### src/rtl/hilo_unit.sv
// HI/LO architectural register pair with multiply/divide result write-back,
// MTHI/MTLO moves and an optionally pipelined 64-bit MADD/MSUB accumulate.
module hilo_unit #(
  parameter logic [31:0] RESET_HI = 32'h0000_0000,
  parameter logic [31:0] RESET_LO = 32'h0000_0000,
  parameter bit          ACC_PIPE = 1'b1
) (
  input  logic        clk,
  input  logic        rst,
  input  logic        i_Finish,
  input  logic        i_IsDiv,
  input  logic [1:0]  i_ExtendOp,
  input  logic [31:0] i_toHI,
  input  logic [31:0] i_toLO,
  input  logic        i_MTHI,
  input  logic        i_MTLO,
  input  logic [31:0] i_WData,
  input  logic        i_Flush,
  output logic [31:0] o_HI,
  output logic [31:0] o_LO,
  output logic        o_Busy
);

  typedef enum logic [0:0] {
    IDLE = 1'b0,
    ACC  = 1'b1
  } state_t;

  state_t      state_r, state_nxt_s;
  logic [31:0] hi_r, lo_r, hi_nxt_s, lo_nxt_s;
  logic [63:0] prod_r, prod_nxt_s;
  logic        sub_r, sub_nxt_s;
  logic        busy_r;

  logic        acc_op_s;
  logic [63:0] cur_s, in_prod_s, acc_in_s, acc_lat_s;

  // Operand selection and both 64-bit accumulate results (carry/borrow dropped)
  always_comb begin
    cur_s     = {hi_r, lo_r};
    in_prod_s = {i_toHI, i_toLO};
    acc_op_s  = !i_IsDiv && ((i_ExtendOp == 2'b01) || (i_ExtendOp == 2'b10));
    acc_in_s  = (i_ExtendOp == 2'b10) ? (cur_s - in_prod_s) : (cur_s + in_prod_s);
    acc_lat_s = sub_r ? (cur_s - prod_r) : (cur_s + prod_r);
  end

  // Next-state and HI/LO write arbitration: flush > result write > MT move
  always_comb begin
    state_nxt_s = state_r;
    hi_nxt_s    = hi_r;
    lo_nxt_s    = lo_r;
    prod_nxt_s  = prod_r;
    sub_nxt_s   = sub_r;
    case (state_r)
      IDLE: begin
        if (i_Flush) begin
          state_nxt_s = IDLE;
        end else if (i_Finish && acc_op_s && ACC_PIPE) begin
          prod_nxt_s  = in_prod_s;
          sub_nxt_s   = (i_ExtendOp == 2'b10);
          state_nxt_s = ACC;
        end else if (i_Finish && acc_op_s) begin
          {hi_nxt_s, lo_nxt_s} = acc_in_s;
        end else if (i_Finish) begin
          hi_nxt_s = i_toHI;
          lo_nxt_s = i_toLO;
        end else begin
          if (i_MTHI) begin
            hi_nxt_s = i_WData;
          end else begin
            hi_nxt_s = hi_r;
          end
          if (i_MTLO) begin
            lo_nxt_s = i_WData;
          end else begin
            lo_nxt_s = lo_r;
          end
        end
      end
      ACC: begin
        // New results are held off by o_Busy, so i_Finish is ignored here
        if (i_Flush) begin
          state_nxt_s = IDLE;
        end else begin
          {hi_nxt_s, lo_nxt_s} = acc_lat_s;
          state_nxt_s          = IDLE;
        end
      end
      default: begin
        state_nxt_s = IDLE;
      end
    endcase
  end

  // State, HI/LO, latched product and busy registers
  always_ff @(posedge clk or posedge rst) begin
    if (rst) begin
      state_r <= IDLE;
      hi_r    <= RESET_HI;
      lo_r    <= RESET_LO;
      prod_r  <= 64'h0000_0000_0000_0000;
      sub_r   <= 1'b0;
      busy_r  <= 1'b0;
    end else begin
      state_r <= state_nxt_s;
      hi_r    <= hi_nxt_s;
      lo_r    <= lo_nxt_s;
      prod_r  <= prod_nxt_s;
      sub_r   <= sub_nxt_s;
      busy_r  <= (state_nxt_s == ACC);
    end
  end

  assign o_HI   = hi_r;
  assign o_LO   = lo_r;
  assign o_Busy = busy_r;

endmodule

### config.mk
export PLATFORM = sky130hd
export DESIGN_NAME = hilo_unit
export DESIGN_NICKNAME = d
export VERILOG_FILES = /design/src/rtl/hilo_unit.sv
export SDC_FILE = /design/constraint.sdc
export NUM_CORES = 1
export LEC_CHECK = 0
export ABC_AREA = 1
export BUFFER_PORTS_ARGS = -buffer_cell sky130_fd_sc_hd__clkbuf_2
export CAP_MARGIN = 10
export CORE_MARGIN = 2
export CORE_UTILIZATION = 49
export DETAILED_ROUTE_END_ITERATION = 8
export GPL_ROUTABILITY_DRIVEN = 0
export HOLD_SLACK_MARGIN = 0.03
export PLACE_DENSITY_LB_ADDON = 0.12
export SYNTH_ARGS = -nofsm -noshare
export SYNTH_HDL_FRONTEND = slang
export SYNTH_SLANG_ARGS = --single-unit
### constraint.sdc
create_clock -name clk -period 4.36 [get_ports clk]
set_input_delay 0.436 -clock clk [delete_from_list [all_inputs] [get_ports clk]]
set_output_delay 0.436 -clock clk [all_outputs]
set_load 0.01 [all_outputs]
Yosys cells after proc, flatten, opt, wreduce, memory -nomap -nowiden

Index checks and enable logic that the tools add are counted.

Add/subtract/negate cells: 2
Eq/ne operators: 7
Mux-type cells: 16
Bitwise logic cells: 2
Reductions and logical operators: 7

Operators by type and width:

| operator             | count |
|---|---|
| $mux W32             | 10 |
| $pmux W32 S2         | 2 |
| $add A64 B64 Y64     | 1 |
| $mux W64             | 1 |
| $sub A64 B64 Y64     | 1 |
| $reduce_and A4 Y1    | 2 |
| $ne A2 B2 Y1 const B | 3 |
| $ne A3 B3 Y1 const B | 2 |
| $reduce_and A3 Y1    | 1 |
| $eq A2 B1 Y1 const B | 1 |
| $eq A2 B2 Y1 const B | 1 |
| $logic_and A1 B1 Y1  | 2 |
| $mux W1              | 2 |
| $not A1 Y1           | 2 |
| $pmux W1 S2          | 1 |
| $logic_not A1 Y1     | 1 |
| $logic_or A1 B1 Y1   | 1 |

Flip-flop bits (word level): 130
Bits of input ports: 105

Depth between registers and ports, before layout

Depth after elaboration: 7
Mapped depth: 27
Gate-level depth less buffers: 27

Worst setup path after synthesis

No wires, ideal clock.

Path type: register to register
Start point: reg prod_r[0]
End point: reg hi_r[25] (netlist: o_HI[25])
Data arrival time: 2.966 ns
Slack: 1.278 ns
Cell stages (with the launch flop): 25
Path buffers: 0
Cell sequence: dfrtp_1 inv_1 ha_1 nand3_4 nor2_8 nand3_4 nor2_4 nand3_2 o31a_1 xor2_1 ha_1 nand2_1 inv_1 nand2_1 inv_1 nand2_1 nand2_1 a21oi_1 nor2_1 nor2_1 nand2_1 nand2_1 nand3_1 nand2_1 nand2_1

Word-level cells in the longest chain between the ends: 4
Elaborated cells on any way between the ends: 5
Classes of those cells: add/sub (2); mux (3)

Ends and longest elaborated chain:

| item                                                        | line | text |
|---|---|---|
| start: declaration                                          | 31   | `logic [63:0] prod_r, prod_nxt_s;` |
| start signal: assignment                                    | 108  | `prod_r <= prod_nxt_s;` |
| $add A64 B64 Y64 / $sub A64 B64 Y64 (equally long branches) | 44   | `acc_lat_s = sub_r ? (cur_s - prod_r) : (cur_s + prod_r);` |
| $mux W64 *                                                  | 44   |  |
| $mux W32 *                                                  | 82   | `if (i_Flush) begin` |
| $pmux W32 S2 *                                              | 54   | `case (state_r)` |
| end signal: assignment                                      | 106  | `hi_r <= hi_nxt_s;` |
| end: declaration                                            | 30   | `logic [31:0] hi_r, lo_r, hi_nxt_s, lo_nxt_s;` |

Every way passes the cells marked *; elsewhere a longest branch is shown, timed or not. The select of a mux whose other input is x is not followed.
A chain may end at the register's enable or synchronous reset.

Worst setup path after layout

Start point: reg prod_r[0]
End point: reg hi_r[5] (netlist: o_HI[5])

Same word-level chain as after synthesis.

==> run metrics <==
1st-iter DRT viols approximately 2500; RSZ-0062 raised after global routing no; CP Capture Type flip-flop; cell accounting for the most synthesized area nand2_1; ys async rst share between 90% and 100%; Die Wd 172.8 microns; grt ovf 0; status complete, no violations; Final ANT Viol Nets 0; part of the power in registers between 10% and 20%; Pwr per Cell Area between 600 and 700 nW/um^2; Tmin final between 4 and 5 ns; Synth Warn # 0; clock root buffer clkbuf_16; DR DRC count 0; Die H roughly 170 microns; Starting Density 49.97%; I/O pin total 170; Leak Pwr approximately 9 nW; final hold vios 0; Final setup viols 0; n_diodes 0; post-synthesis cell type count 41; Area contributors post-synth nand2_1, dfrtp_1, inv_1, nor2_1, ha_1; routed vias roughly 17000; worst vdd ir 289.9 uV; crit path DAT between 4 and 5 ns; worst slew pin tran between 1 and 1.5 ns; Fillers a little under 3000; CORE AREA 27930 sq um; Vias/cell approximately 5.6; initial antenna violation count 1; clk slew on worst S/H paths approximately 0.06 ns; Rows just over 60; final core occ between 50% and 60%; # port buffers 169; cell with the most instances after synthesis nand2_1; switching share of total power 54.74%; hold buffer count at cts 0; Avg Inst Size Synth between 5 and 6 sq um; synthesized flop and latch total 130; number of max-cap violations 0; Post-synth top cells nand2_1, inv_1, nor2_1; TritonCTS Buffers 17; CP max FO 5; clk_lat worst skew 0.44 ns; final WL 59130 microns; CP Class flip-flop to flip-flop; Pre-Repair DR Iteration Count 7; first-pass GRT wire length around 87000 microns; post-DP HPWL 47770 microns; Final Max Tran Viols 0; Setup crit start kind flip-flop; HP Class primary input to async pin; Clk pwr share 17.2%; Post-CTS Setup Bufs 0; gr usage total about two fifths; Cells after Synth 2444; setup TNS 0 ns; CTS tree yes; share of cells above drive strength 1 a little over a tenth; number of enable flip-flop cells after synthesis 0; Worst EP required between 4 and 5 ns; Combinational Power Share between 60 and 70%; Sw Pwr 0.005301 W; Routed WL per cell 19.88 microns; Max-slew headroom 32.50%; largest net degree at the start of global routing 67; Post-CTS Resized 0; most common flop cell mapped by yosys dfrtp_1; htree depth 4; Synthesized Nets about 2600; Die Area 29850 sq um; Clock Skew slightly below 0.006 ns; Max Freq ~240 MHz; area delta synth->final 13.12%; vias in the first global route roughly 15000; clock buffer depth 2; Yosys top cell area share 25.03%; Clock Sinks 130; post-synthesis sequential area ratio 23.30%; final period utilization 96.54%; layout net count ~2800; Synth Cell Area around 14000 sq um; P_int 0.004384 W
-- metal layers --
metal	up-vias	track usage, %	share of wire (%)
li1	7820	-	-
met1	7588	54.50	40
met2	1169	56.88	41
met3	200	8.861	14
met4	2	17.09	5.3
met5	-	0	0.020
-- power by group through the flow --
| stage | clock network (W) | logic, W | registers [W] |
|---|---|---|---|
| after floorplan | 0 | 0.00417 | 0.00174 |
| after global placement | 0 | 0.00588 | 0.00179 |
| after detailed placement | 0 | 0.00595 | 0.00180 |
| after CTS | 0.00165 | 0.00599 | 0.00178 |
| after global routing | 0.00171 | 0.00683 | 0.00182 |
| final | 0.00166 | 0.00623 | 0.00179 |
-- metrics by stage --
stage          power, W  hold slack [ns]  instance area [sq um]  instances  setup slack (ns)
5_1_grt         0.01037           0.1361                  15790       2975          0.006232
3_3_place_gp   0.007669           0.4789                  15140       2944            0.4637
4_1_cts        0.009418           0.1098                  15790       2975            0.3719
6_report       0.009685          0.08994                  15790       2975            0.1507
2_1_floorplan  0.005916           0.4613                  13960       2444            0.4547
3_5_place_dp   0.007743           0.4911                  15140       2944            0.4019
-- cell families (layout without fill, tap and decap cells) --
family                   count (synthesis)  count (layout)  synth area share, %
AND/OR/NAND/NOR                       1380            1380                40.65
buffers and inverters                  493             646                13.44
AO/OA/AOI/OAI                          297             297                11.74
flip-flops                             130             130                23.30
XOR/XNOR                                78              78                4.894
adder cells (fa/ha/maj)                 66              66                5.969
-- critical path, stage by stage, from the launching register on --
cell	delay (ns)
dfrtp_1	0.38
inv_1	0.11
ha_1	0.32
nand3_4	0.19
nor2_8	0.15
nand3_4	0.11
nor2_2	0.21
nand4_1	0.23
nand2_1	0.20
o21ai_0	0.13
xor2_1	0.19
ha_1	0.43
nand2_1	0.14
nor2_1	0.15
nand2_1	0.10
nor3_1	0.41
nand2_1	0.10
nand2_1	0.18
a21oi_1	0.10
o21ai_1	0.16
nand2_1	0.07
nand2_1	0.07
-- layout by cell type (no fill, tap or decap), types with 9 or more instances in the layout --
| cell type | instances |
|---|---|
| a21boi_1 | 12 |
| inv_1 | 426 |
| or2_2 | 19 |
| o21ai_1 | 14 |
| nor2_1 | 223 |
| ha_1 | 65 |
| nand2_1 | 931 |
| a21oi_1 | 116 |
| nand4_1 | 24 |
| nor2_2 | 10 |
| xor2_1 | 76 |
| a31oi_1 | 20 |
| a2bb2oi_1 | 14 |
| nor4_1 | 9 |
| nor3_1 | 23 |
| clkbuf_2 | 169 |
| clkbuf_16 | 17 |
| o21ai_0 | 109 |
| nand3_1 | 112 |
| buf_4 | 10 |
| dfrtp_1 | 129 |
-- worst paths after layout --
kind / start / endpoint / slack, ns / depth (start not counted)
max: prod_r[0]$_DFFE_PP0P_ / o_HI[5]$_DFFE_PP0P_ / 0.15 / 21
max reg2reg: prod_r[0]$_DFFE_PP0P_ / o_HI[5]$_DFFE_PP0P_ / 0.15 / 21
min: rst / prod_r[3]$_DFFE_PP0P_ / 0.09 / 2
min reg2reg: o_LO[14]$_DFFE_PP0P_ / o_LO[14]$_DFFE_PP0P_ / 0.52 / 2
max in group asynchronous: rst / o_HI[19]$_DFFE_PP0P_ / 3.25 / 3
min in group clk: i_toLO[29] / prod_r[29]$_DFFE_PP0P_ / 0.21 / 3
-- flip-flops by register name, indices dropped and copies added (netlist names) --
name / flops
o_LO: 32
o_HI: 32
prod_r: 64
sub_r: 1
o_Busy: 1
-- layout make-up --
class                      count  area (sq um)  share of cell area [%]
multi-input combinational   1821          8837                   55.96
sequential                   130          3254                   20.61
inverter                     435          1638                   10.37
timing repair buffer         180         940.9                   5.958
tap                          378         473.0                   2.995
clock buffer                  18         439.2                   2.781
clock inverter                13         209.0                   1.323
Note: power is estimated with default switching activity, not from simulation.
